`src/rtl/clk_ctrl_pkg.sv`:
```
// rtl/clk_ctrl_pkg.sv - shared types and constants for the clock-enable combiner
package clk_ctrl_pkg;

  // FSM state encoding
  typedef enum logic [1:0] {
    IDLE = 2'd0,
    WAKE = 2'd1,
    RUN  = 2'd2,
    HOLD = 2'd3
  } state_t;

  // Largest supported wake / hold-off delay in cycles
  localparam int MAX_DLY = 255;

  // Counter width wide enough to hold the larger of the two delays
  function automatic int f_cnt_w(input int wake_cycles, input int hold_cycles);
    int m;
    m = 1;
    if (wake_cycles > m) m = wake_cycles;
    if (hold_cycles > m) m = hold_cycles;
    return $clog2(m + 1);
  endfunction

endpackage

```
`src/rtl/clk_en_dly_cnt.sv`:
```
// rtl/clk_en_dly_cnt.sv - loadable down-counter shared by the wake and hold-off phases
module clk_en_dly_cnt #(
  parameter int CNT_W = 4
) (
  input  logic             i_clk,
  input  logic             i_rst,
  input  logic             i_load,
  input  logic [CNT_W-1:0] i_load_val,
  input  logic             i_dec,
  output logic             o_zero
);

  logic [CNT_W-1:0] r_cnt;

  // Load takes priority; decrement saturates at zero so the counter never wraps
  always_ff @(posedge i_clk or posedge i_rst) begin
    if (i_rst) begin
      r_cnt <= '0;
    end else if (i_load) begin
      r_cnt <= i_load_val;
    end else if (i_dec && (r_cnt != '0)) begin
      r_cnt <= r_cnt - 1'b1;
    end
  end

  assign o_zero = (r_cnt == '0);

endmodule

```
`src/rtl/clk_or_en_ctrl.sv`:
```
// rtl/clk_or_en_ctrl.sv - OR of masked channel requests driving a registered clock enable with wake and hold-off delays
module clk_or_en_ctrl
  import clk_ctrl_pkg::*;
#(
  parameter int NB_CH       = 4,
  parameter int WAKE_CYCLES = 2,
  parameter int HOLD_CYCLES = 8
) (
  input  logic             i_clk,
  input  logic             i_rst,
  input  logic [NB_CH-1:0] i_req,
  output logic [NB_CH-1:0] o_ack,
  input  logic [NB_CH-1:0] i_mask,
  input  logic             i_force_on,
  output logic             o_clk_en,
  output logic             o_busy
);

  localparam int CNT_W = f_cnt_w(WAKE_CYCLES, HOLD_CYCLES);
  localparam logic [CNT_W-1:0] WAKE_LD = (WAKE_CYCLES > 0) ? CNT_W'(WAKE_CYCLES - 1) : '0;
  localparam logic [CNT_W-1:0] HOLD_LD = (HOLD_CYCLES > 0) ? CNT_W'(HOLD_CYCLES - 1) : '0;

  state_t           r_state;
  state_t           w_nxt;
  logic [NB_CH-1:0] w_req_eff;
  logic             w_active;
  logic             w_load;
  logic [CNT_W-1:0] w_load_val;
  logic             w_dec;
  logic             w_zero;
  logic             r_clk_en;
  logic             r_busy;
  logic [NB_CH-1:0] r_ack;

  assign w_req_eff = i_req & ~i_mask;
  assign w_active  = (|w_req_eff) | i_force_on;

  clk_en_dly_cnt #(
    .CNT_W (CNT_W)
  ) u_dly_cnt (
    .i_clk      (i_clk),
    .i_rst      (i_rst),
    .i_load     (w_load),
    .i_load_val (w_load_val),
    .i_dec      (w_dec),
    .o_zero     (w_zero)
  );

  // State register
  always_ff @(posedge i_clk or posedge i_rst) begin
    if (i_rst) begin
      r_state <= IDLE;
    end else begin
      r_state <= w_nxt;
    end
  end

  // Next state and counter control; zero-cycle delays skip WAKE/HOLD entirely
  always_comb begin
    w_nxt      = r_state;
    w_load     = 1'b0;
    w_load_val = '0;
    w_dec      = 1'b0;
    case (r_state)
      IDLE: begin
        if (w_active) begin
          if (WAKE_CYCLES == 0) begin
            w_nxt = RUN;
          end else begin
            w_nxt      = WAKE;
            w_load     = 1'b1;
            w_load_val = WAKE_LD;
          end
        end
      end
      WAKE: begin
        if (w_zero) w_nxt = RUN;
        else        w_dec = 1'b1;
      end
      RUN: begin
        if (!w_active) begin
          if (HOLD_CYCLES == 0) begin
            w_nxt = IDLE;
          end else begin
            w_nxt      = HOLD;
            w_load     = 1'b1;
            w_load_val = HOLD_LD;
          end
        end
      end
      HOLD: begin
        if (w_active)    w_nxt = RUN;
        else if (w_zero) w_nxt = IDLE;
        else             w_dec = 1'b1;
      end
      default: w_nxt = IDLE;
    endcase
  end

  // Outputs registered from next state so enable and acks line up with the state they describe
  always_ff @(posedge i_clk or posedge i_rst) begin
    if (i_rst) begin
      r_clk_en <= 1'b0;
      r_busy   <= 1'b0;
      r_ack    <= '0;
    end else begin
      r_clk_en <= (w_nxt != IDLE);
      r_busy   <= (w_nxt != IDLE);
      r_ack    <= (w_nxt == RUN) ? w_req_eff : '0;
    end
  end

  assign o_clk_en = r_clk_en;
  assign o_busy   = r_busy;
  assign o_ack    = r_ack;

endmodule

```
`config.mk`:
```
export PLATFORM = sky130hd
export DESIGN_NAME = clk_or_en_ctrl
export DESIGN_NICKNAME = d
export VERILOG_FILES = /design/src/rtl/clk_ctrl_pkg.sv /design/src/rtl/clk_en_dly_cnt.sv /design/src/rtl/clk_or_en_ctrl.sv
export SDC_FILE = /design/constraint.sdc
export NUM_CORES = 1
export LEC_CHECK = 0
export CORE_MARGIN = 5
export CORE_UTILIZATION = 41
export CTS_CLUSTER_DIAMETER = 200
export DETAILED_ROUTE_END_ITERATION = 7
export MAX_ROUTING_LAYER = met4
export PLACE_DENSITY = 0.73
export SETUP_SLACK_MARGIN = 0.3
export SYNTH_ARGS = -nofsm -noshare
export SYNTH_HDL_FRONTEND = slang
export SYNTH_SLANG_ARGS = --single-unit
```
`constraint.sdc`:
```
create_clock -name i_clk -period 1.75 [get_ports i_clk]
set_clock_uncertainty 0.15 [all_clocks]
set_input_delay 0.175 -clock i_clk [delete_from_list [all_inputs] [get_ports i_clk]]
set_output_delay 0.175 -clock i_clk [all_outputs]
set_load 0.005 [all_outputs]
```
==> impl_metrics.py <==
metrics = {
    "synthesis": {
        "ys_types": 30,
        "netlist.area_leader.share": 0.446,
        "netlist_area_um2": 617,
        "synth_area_per_cell_um2": 9.49,
        "netlist_instances": 65,
        "synth-seq-cells": 11,
        "yosysTopAreaCell": "dfrtp_1",
        "synth_seq_area_share": 0.446,
        "synth_area_leaders": "dfrtp_1, nand2b_1, o21ai_0",
        "synth_fp_nets": 77,
        "yosysWarningCount": 0,
    },
    "global_routing": {
        "grt_pass1_vias": 598,
        "groute.usage.overall": 0.152,
        "grt_max_degree": 14,
        "grt.overflow.total": 0,
        "grt_first_pass_wirelength_um": 2700,
        "antenna_found_initial": 0,
    },
    "setup_path": {
        "max_stage_delay_ns": 0.47,
        "cp-end-kind": "flip-flop",
        "critPathMaxFanout": 3,
        "critPathLaunchType": "flip-flop",
        "cp.arrival_ns": 1.91,
        "required_ns": 1.79,
        "critPathKind": "reg -> reg",
        "crit_chain": "inv_2 -> ha_4 -> nor3b_4 -> or4_4 -> nor4b_4 -> a31oi_1 -> o211ai_1",
        "path_buf_inv": 1,
        "crit_slowest_cell": "or4_4",
        "critPathTopFamily": "simple AND/OR/NAND/NOR gates",
    },
    "clock_network": {
        "htree_levels": 1,
        "cts_tree": "done",
        "cts.sinks": 11,
        "cts_hold_buffers": 0,
        "clock_latency_ns": 0.27,
        "cts_root_buffer": "clkbuf_4",
        "clkTransAtPathRegs_ns": 0.07,
        "clockBufferDepth": 2,
        "cts_buffers": 3,
    },
    "floorplanning": {
        "initial_core_util": 0.419,
        "die-area_um2": 2380,
        "fp.dieH_um": 48.8,
        "die_w_um": 48.8,
        "num_rows": 14,
        "ios": 17,
        "coreArea_um2": 1470,
    },
    "place": {
        "dp_hpwl_um": 1140,
        "pre_cts_slack_ns": -0.0532,
        "place_area_um2": 847,
        "finalWeightedCongestion": 0.854,
        "io_buffer_count": 16,
    },
    "sta": {
        "rsz0062_at_grt": "true",
        "setup_tns_ns": -0.116,
        "finalMaxSlewViolations": 0,
        "finalCritPeriodShare": 1.07,
        "min_period_ns": 1.87,
        "worst_pin_slew_ns": 0.531,
        "maxSlewHeadroom": 0.646,
        "fmax_mhz": 536,
        "hold_viol": 0,
        "setup_viol": 1,
        "fin_ws_ns": -0.116,
    },
    "detailed_routing": {
        "drtIter0Drc": 16,
        "drtAntennaViolNets": 0,
        "drtPass1Iterations": 4,
        "wl_per_cell_um": 16.2,
        "vias_per_cell": 5.62,
        "drc": 0,
        "vias": 629,
        "routed_wl_um": 1810,
    },
    "layout": {
        "drive_gt1_frac": 0.406,
        "final_common_cell": "buf_4",
        "area_growth_pct": 71.4,
        "diodes": 0,
        "nets": 109,
        "multi_input_area_um2": 422,
        "fillers": 111,
        "final_area_um2": 1060,
        "regArea_um2": 275,
        "final_cell_mix": "buf_4, dfrtp_1, dlymetal6s2s_1",
    },
    "pwr": {
        "p_per_area_nw_per_um2": 870,
        "ir_drop_v": 0.000547,
        "p_leak_nw": 0.517,
    },
    "status": {
        "violations": "negative setup slack",
        "status": "finished with violations",
    },
    "flow_run": {
        "max_cap_violations": 0,
    },
    "hold_path": {
        "hp-class": "in -> async",
    },
}
registers in the layout (all words and copies together) (netlist names):
name,count
o_ack,4
o_busy,1
r_state,2
u_dly_cnt.r_cnt,4
repair_timing:
action / CTS / global route
gates resized for setup: 13 / 24
setup buffers: 5 / 2
hold endpoints to repair: 0 / 0
pin swaps: 3 / 4
setup endpoints to repair: 10 / 16
layout make-up:
type	count	area share
multi-input combinational	46	0.399
timing repair buffer	30	0.279
sequential	11	0.260
clock buffer	4	0.0249
tap	16	0.0189
inverter	5	0.0178
synth_stat cells:
library cell / instances
dfrtp_1: 11
inv_1: 5
nand2b_1: 5
nor2_1: 5
o21ai_0: 5
nand3_1: 3
nor2b_1: 3
a21boi_0: 2
a21oi_1: 2
buf_2: 2
nand2_1: 2
o211ai_1: 2
a22oi_1: 1
a31oi_1: 1
and2_1: 1
and4_1: 1
buf_4: 1
ha_1: 1
nand4b_1: 1
nor3_1: 1
nor3_2: 1
nor3b_1: 1
nor3b_2: 1
nor4b_1: 1
o211a_1: 1
o21bai_1: 1
o22ai_1: 1
o31ai_1: 1
o31ai_2: 1
or4_4: 1
routing by layer:
metal,track usage,vias to the layer above,part of all wire,wire (um)
met5,-,-,0,0
met4,0.0673,0,0.014,25
met3,0.0459,2,0.041,74
met2,0.250,19,0.55,991
met1,0.168,312,0.40,722
li1,-,296,-,-
per-stage QoR:
stage / cells / hold slack [ns] / utilization / power (mW)
final: 112 / 0.0439 / 0.719 / 0.920
after CTS: 110 / 0.0635 / 0.639 / 0.862
after floorplan: 65 / -0.123 / - / 0.517
after global routing: 112 / 0.0611 / 0.719 / 0.982
after detailed placement: 101 / 0.350 / 0.576 / 0.635
after global placement: 101 / 0.345 / 0.576 / 0.622
path summary, 6_finish.rpt:
kind | start | end | slack (ns) | depth (start not counted)
max | u_dly_cnt.r_cnt[0] | u_dly_cnt.r_cnt[3] | -0.12 | 7
min | i_rst | o_ack[1] | 0.04 | 2
max reg2reg | u_dly_cnt.r_cnt[0] | u_dly_cnt.r_cnt[3] | -0.12 | 7
min reg2reg | u_dly_cnt.r_cnt[1] | u_dly_cnt.r_cnt[1] | 0.43 | 2
max in group asynchronous | i_rst | u_dly_cnt.r_cnt[1] | 1.11 | 2
min in group i_clk | i_mask[2] | o_ack[2] | 0.06 | 3
logic make-up (layout without fill, tap and decap cells):
kind of cell    count (synthesis)  after routing  synth area share
buf+inv                         8             39            0.0588
simple gates                   27             27             0.276
flops                          11             11             0.446
compound gates                 18             18             0.199
fa+ha+maj                       1              1            0.0203
report_power, final:
group / internal, mW / total, mW / switching [mW]
Sequential: 0.300 / 0.376 / 0.0759
Clock: 0.0881 / 0.167 / 0.0786
Combinational: 0.212 / 0.377 / 0.166
Power figures use the tool's default switching activity.
